## src/rtl/maxpool2x2_stream.sv

```systemverilog
// Streaming 2x2 / stride-2 max-pool for one channel of a raster-ordered pixel stream.
// Optional fused ReLU on the pooled output is enabled by defining MAXPOOL_RELU_EN.
module maxpool2x2_stream #(
    parameter int DATA_W = 8,
    parameter int IMG_W  = 8,
    parameter int IMG_H  = 8
) (
    input  logic                     clk,
    input  logic                     rst,
    input  logic signed [DATA_W-1:0] in_data,
    input  logic                     in_valid,
    output logic signed [DATA_W-1:0] out_data,
    output logic                     out_valid,
    output logic                     frame_done
);

    localparam int HALF_W = IMG_W / 2;
    localparam int COL_W  = (IMG_W > 1) ? $clog2(IMG_W) : 1;
    localparam int ROW_W  = (IMG_H > 1) ? $clog2(IMG_H) : 1;
    localparam int IDX_W  = (HALF_W > 1) ? $clog2(HALF_W) : 1;

    logic [COL_W-1:0]         col_q, col_d;
    logic [ROW_W-1:0]         row_q, row_d;
    logic signed [DATA_W-1:0] hold_q, hold_d;
    logic signed [DATA_W-1:0] out_data_q, out_data_d;
    logic                     out_valid_q, out_valid_d;
    logic                     frame_done_q, frame_done_d;

    // Horizontal-pair maxima of the most recent even row.
    logic signed [DATA_W-1:0] rowbuf_q [HALF_W];

    logic                     col_last;
    logic                     row_last;
    logic [IDX_W-1:0]         rb_idx;
    logic                     rb_we;
    logic signed [DATA_W-1:0] rb_rd;
    logic signed [DATA_W-1:0] hmax;
    logic signed [DATA_W-1:0] pool;
    logic signed [DATA_W-1:0] pool_act;

    assign col_last = (col_q == COL_W'(IMG_W - 1));
    assign row_last = (row_q == ROW_W'(IMG_H - 1));
    assign rb_idx   = IDX_W'(col_q >> 1);
    assign rb_rd    = rowbuf_q[rb_idx];
    assign hmax     = (in_data > hold_q) ? in_data : hold_q;
    assign pool     = (rb_rd > hmax) ? rb_rd : hmax;

`ifdef MAXPOOL_RELU_EN
    assign pool_act = pool[DATA_W-1] ? '0 : pool;
`else
    assign pool_act = pool;
`endif

    always_comb begin
        col_d        = col_q;
        row_d        = row_q;
        hold_d       = hold_q;
        out_data_d   = out_data_q;
        out_valid_d  = 1'b0;
        frame_done_d = 1'b0;
        rb_we        = 1'b0;
        if (in_valid) begin
            if (col_last) begin
                col_d = '0;
                row_d = row_last ? '0 : row_q + ROW_W'(1);
            end else begin
                col_d = col_q + COL_W'(1);
            end
            if (!col_q[0]) begin
                hold_d = in_data;
            end else if (!row_q[0]) begin
                rb_we = 1'b1;
            end else begin
                out_valid_d  = 1'b1;
                out_data_d   = pool_act;
                frame_done_d = row_last && col_last;
            end
        end
    end

    always_ff @(posedge clk) begin
        if (rst) begin
            col_q        <= '0;
            row_q        <= '0;
            hold_q       <= '0;
            out_data_q   <= '0;
            out_valid_q  <= 1'b0;
            frame_done_q <= 1'b0;
        end else begin
            col_q        <= col_d;
            row_q        <= row_d;
            hold_q       <= hold_d;
            out_data_q   <= out_data_d;
            out_valid_q  <= out_valid_d;
            frame_done_q <= frame_done_d;
        end
    end

    // No reset needed: every entry is rewritten on an even row before an odd row reads it.
    always_ff @(posedge clk) begin
        if (rb_we && !rst) begin
            rowbuf_q[rb_idx] <= hmax;
        end
    end

    assign out_data   = out_data_q;
    assign out_valid  = out_valid_q;
    assign frame_done = frame_done_q;

endmodule

```

## config.mk

```make
export PLATFORM = sky130hd
export DESIGN_NAME = maxpool2x2_stream
export DESIGN_NICKNAME = d
export VERILOG_FILES = /design/src/rtl/maxpool2x2_stream.sv
export SDC_FILE = /design/constraint.sdc
export NUM_CORES = 1
export LEC_CHECK = 0
export BUFFER_PORTS_ARGS = -buffer_cell sky130_fd_sc_hd__buf_2
export CAP_MARGIN = 15
export CELL_PAD_IN_SITES_DETAIL_PLACEMENT = 0
export CELL_PAD_IN_SITES_GLOBAL_PLACEMENT = 2
export CORE_UTILIZATION = 44
export CTS_CLUSTER_DIAMETER = 200
export CTS_CLUSTER_SIZE = 20
export DETAILED_ROUTE_END_ITERATION = 10
export PLACE_DENSITY_LB_ADDON = 0.1
export SYNTH_ARGS = -nofsm -noshare
export SYNTH_HDL_FRONTEND = slang
export SYNTH_SLANG_ARGS = --single-unit
```

## constraint.sdc

```tcl
create_clock -name clk -period 11.44 [get_ports clk]
set_input_delay 2.86 -clock clk [delete_from_list [all_inputs] [get_ports clk]]
set_output_delay 2.86 -clock clk [all_outputs]
set_load 0.01 [all_outputs]
```

==> results.py <==
metrics = {
    "outcome": {
        "status": "completed",
    },
    "hold_path": {
        "hold_class": "flip-flop to flip-flop",
    },
    "synthesis": {
        "syn_inst": 238,
        "ys.flop_type": "edfxtp_1",
        "synth_fp_nets": 269,
        "syn_area_mm2": 0.002820,
        "ys_ff_latch": 58,
        "yosysWarnings": 0,
        "ys_async_sr_fraction_pct": 0,
        "ys_seq_area_share_pct": 52.53,
        "synth_area_leaders": "edfxtp_1 34%, dfxtp_1 18%, ha_1 8.9%, mux4_2 5.6%, nand2_1 4.5%",
        "synth.largest_area_cell": "edfxtp_1",
        "synth_edf_count": 32,
        "synth_top_area_share_pct": 34.07,
        "synth_cell_types": 42,
        "syn_area_per_cell_um2": 11.85,
    },
    "finish": {
        "n_antenna_cell": 0,
        "postLayoutCoreUtil_pct": 52.06,
        "layout.nets": 292,
        "drive_gt1_share_pct": 19.55,
        "areaGrowthSynthToFinish_pct": 11.89,
    },
    "route": {
        "vias": 1880,
        "dr.first_iter.drc_count": 159,
        "firstDrtPassIters": 4,
        "drc": 0,
        "routed_wl_um": 6006,
        "viasPerCell": 5.513,
        "ant_nets": 0,
        "wire_per_inst_um": 17.61,
    },
    "sta": {
        "fin_crit_sh_pct": 52.77,
        "slew-limit-headroom_pct": 46.15,
        "slew_violations": 0,
        "worst_hold_slack_ns": 0.4599,
        "grt_setup_unrepaired": "false",
        "max_freq_mhz": 165.6,
        "final-setup-viol-count": 0,
        "worst_pin_slew_ns": 0.8048,
        "clock_skew_ns": 0.006995,
        "hold_viol": 0,
        "final.setup.tns_ns": 0,
        "fin_crit_ns": 6.037,
    },
    "power": {
        "p_sw_share_pct": 26.46,
        "pwr-share-seq_pct": 48.8,
        "power.total_uw": 471.7,
        "clkPwrFrac_pct": 39.7,
        "p_int_uw": 346.9,
        "p_leak_nw": 1.229,
        "pwr-share-comb_pct": 11.6,
        "powerDensity_mw_per_mm2": 149.5,
        "irDropWorstVdd_mv": 0.08295,
        "switchingPower_uw": 124.8,
    },
    "cts": {
        "cts_repair_resize_count": 0,
        "clockRootBuffer": "clkbuf_8",
        "cts_buffers": 9,
        "clock_path_buffers": 2,
        "h-tree-depth": 3,
        "clock_latency_ns": 0.34,
        "cts.sinks": 58,
        "cts_tree": "built",
        "clkSlewWorstSetupHoldPaths_ns": 0.07,
        "postCtsHoldBufs": 0,
        "post-cts-setup-buffers": 0,
    },
    "worst_setup_path": {
        "cp_cell_sequence": "buf_2, ha_1, nand4_2, o22ai_1, o31ai_4, o21ai_0, ha_1, nand4_1, or2_1, and2_4, a211oi_4, a221o_1",
        "crit_path_start_kind": "primary input",
        "critPathCaptureType": "flip-flop",
        "critPathMaxStageDelay_ns": 0.66,
        "cp_max_fo": 11,
        "crit_path_frequent_cell": "ha_1",
        "path_buf_inv": 1,
        "cp.arrival_ns": 6.32,
        "critPathRequiredTime_ns": 11.72,
        "critPathKind": "primary input to flip-flop",
        "cp_slowest_cell": "o31ai_4",
        "cpLargestDelayFamily": "compound AO/OA/AOI/OAI gates",
    },
    "global_routing": {
        "grt_max_degree": 18,
        "antenna_found_initial": 0,
        "groute.usage.overall_pct": 20.45,
        "use_met1_pct": 27.36,
        "busiest_layer": "met2",
        "grt_pass1_wl_um": 9715,
        "grtUsageMet3_pct": 4.222,
        "grt_pass1_vias": 1873,
        "grt-ovfl-total": 0,
        "grt_use_met2_pct": 31.49,
    },
    "floorplanning": {
        "ios": 21,
        "die_area_mm2": 0.006734,
        "fp.coreArea_mm2": 0.006061,
        "rows": 28,
        "die_x_um": 82.06,
        "initial_core_util_pct": 46.53,
        "die_y_um": 82.06,
    },
    "place": {
        "place.gp.congestion": 0.7797,
        "port_buffers": 20,
        "dpl.hpwl_um": 4285,
    },
    "flow_run": {
        "cap_violations": 0,
    },
}
==> state kept, by name (all words and copies together) (netlist names), named ones only <==
name        cells
out_data        8
frame_done      1
out_valid       1
col_q           3
rowbuf_q       32
hold_q          8
row_q           3
==> cell type report <==
class | instances | area [um2]
fill | 572 | 2905
sequential | 58 | 1481
multi-input combinational | 151 | 1206
clock buffer | 10 | 127.6
timing repair buffer | 20 | 100.1
tap | 75 | 93.84
inverter | 21 | 78.83
clock inverter | 6 | 67.56
==> cell usage after synthesis, drive strengths merged (2+ instances only) <==
cell type	count
a211oi	2
a21oi	15
a221o	8
and3	2
buf	6
clkbuf	2
dfxtp	26
edfxtp	32
ha	20
inv	20
mux2i	11
mux4	7
nand2	35
nand2b	2
nand3	2
nand4	10
nor2	8
nor3	3
o211a	2
o211ai	2
o21ai	9
==> logic make-up after synthesis <==
group,count (synthesis),synth area share [%]
AO/OA/AOI/OAI,44,11.93
adder cells (fa/ha/maj),20,8.873
buffers and inverters,29,4.880
flip-flops,58,52.53
multiplexers,19,10.03
AND/OR/NAND/NOR,68,11.76
==> worst register-to-register path, delay by kind of cell, from the launching register on <==
kind | cells | cell delay (ns)
fa+ha+maj | 2 | 0.71
buf+inv | 1 | 0.06
flops | 1 | 0.38
compound gates | 5 | 1.82
simple gates | 4 | 0.78
==> through the flow <==
stage	instance area [um2]	std cells	worst slack (ns)
2_1_floorplan	2820	238	5.837
3_3_place_gp	2960	325	5.139
3_5_place_dp	2960	325	5.108
4_1_cts	3156	341	5.455
5_1_grt	3156	341	5.229
6_report	3156	341	5.403
==> cells in the final DEF, fill, tap and decap left out, drive strengths merged, types with 8 or more instances in the layout <==
master / instances
nand2: 35
edfxtp: 32
dfxtp: 26
inv: 20
ha: 20
buf: 20
a21oi: 15
mux2i: 11
nand4: 10
clkbuf: 10
o21ai: 9
nor2: 8
a221o: 8
==> power groups by stage <==
stage	Sequential, mW	Clock, mW	Combinational, mW
after floorplan	0.232	0	0.0440
after global placement	0.235	0	0.0541
after detailed placement	0.235	0	0.0544
after CTS	0.230	0.190	0.0550
after global routing	0.231	0.198	0.0618
final	0.230	0.187	0.0545
==> layer usage <==
| metal | up-vias | part of all wire (%) |
|---|---|---|
| li1 | 931 | - |
| met1 | 898 | 49 |
| met2 | 36 | 46 |
| met3 | 15 | 3.0 |
| met4 | 0 | 2.4 |
| met5 | - | 0 |
==> worst paths after layout <==
kind         startpoint     endpoint  slack [ns]  cells past startpoint
min            row_q[1]     row_q[1]        0.46                      2
max reg2reg   hold_q[7]  out_data[2]        7.63                     12
max          in_data[7]  out_data[2]        5.40                     12
min reg2reg    row_q[1]     row_q[1]        0.46                      2
No activity file was read; power rests on OpenSTA's default activity.
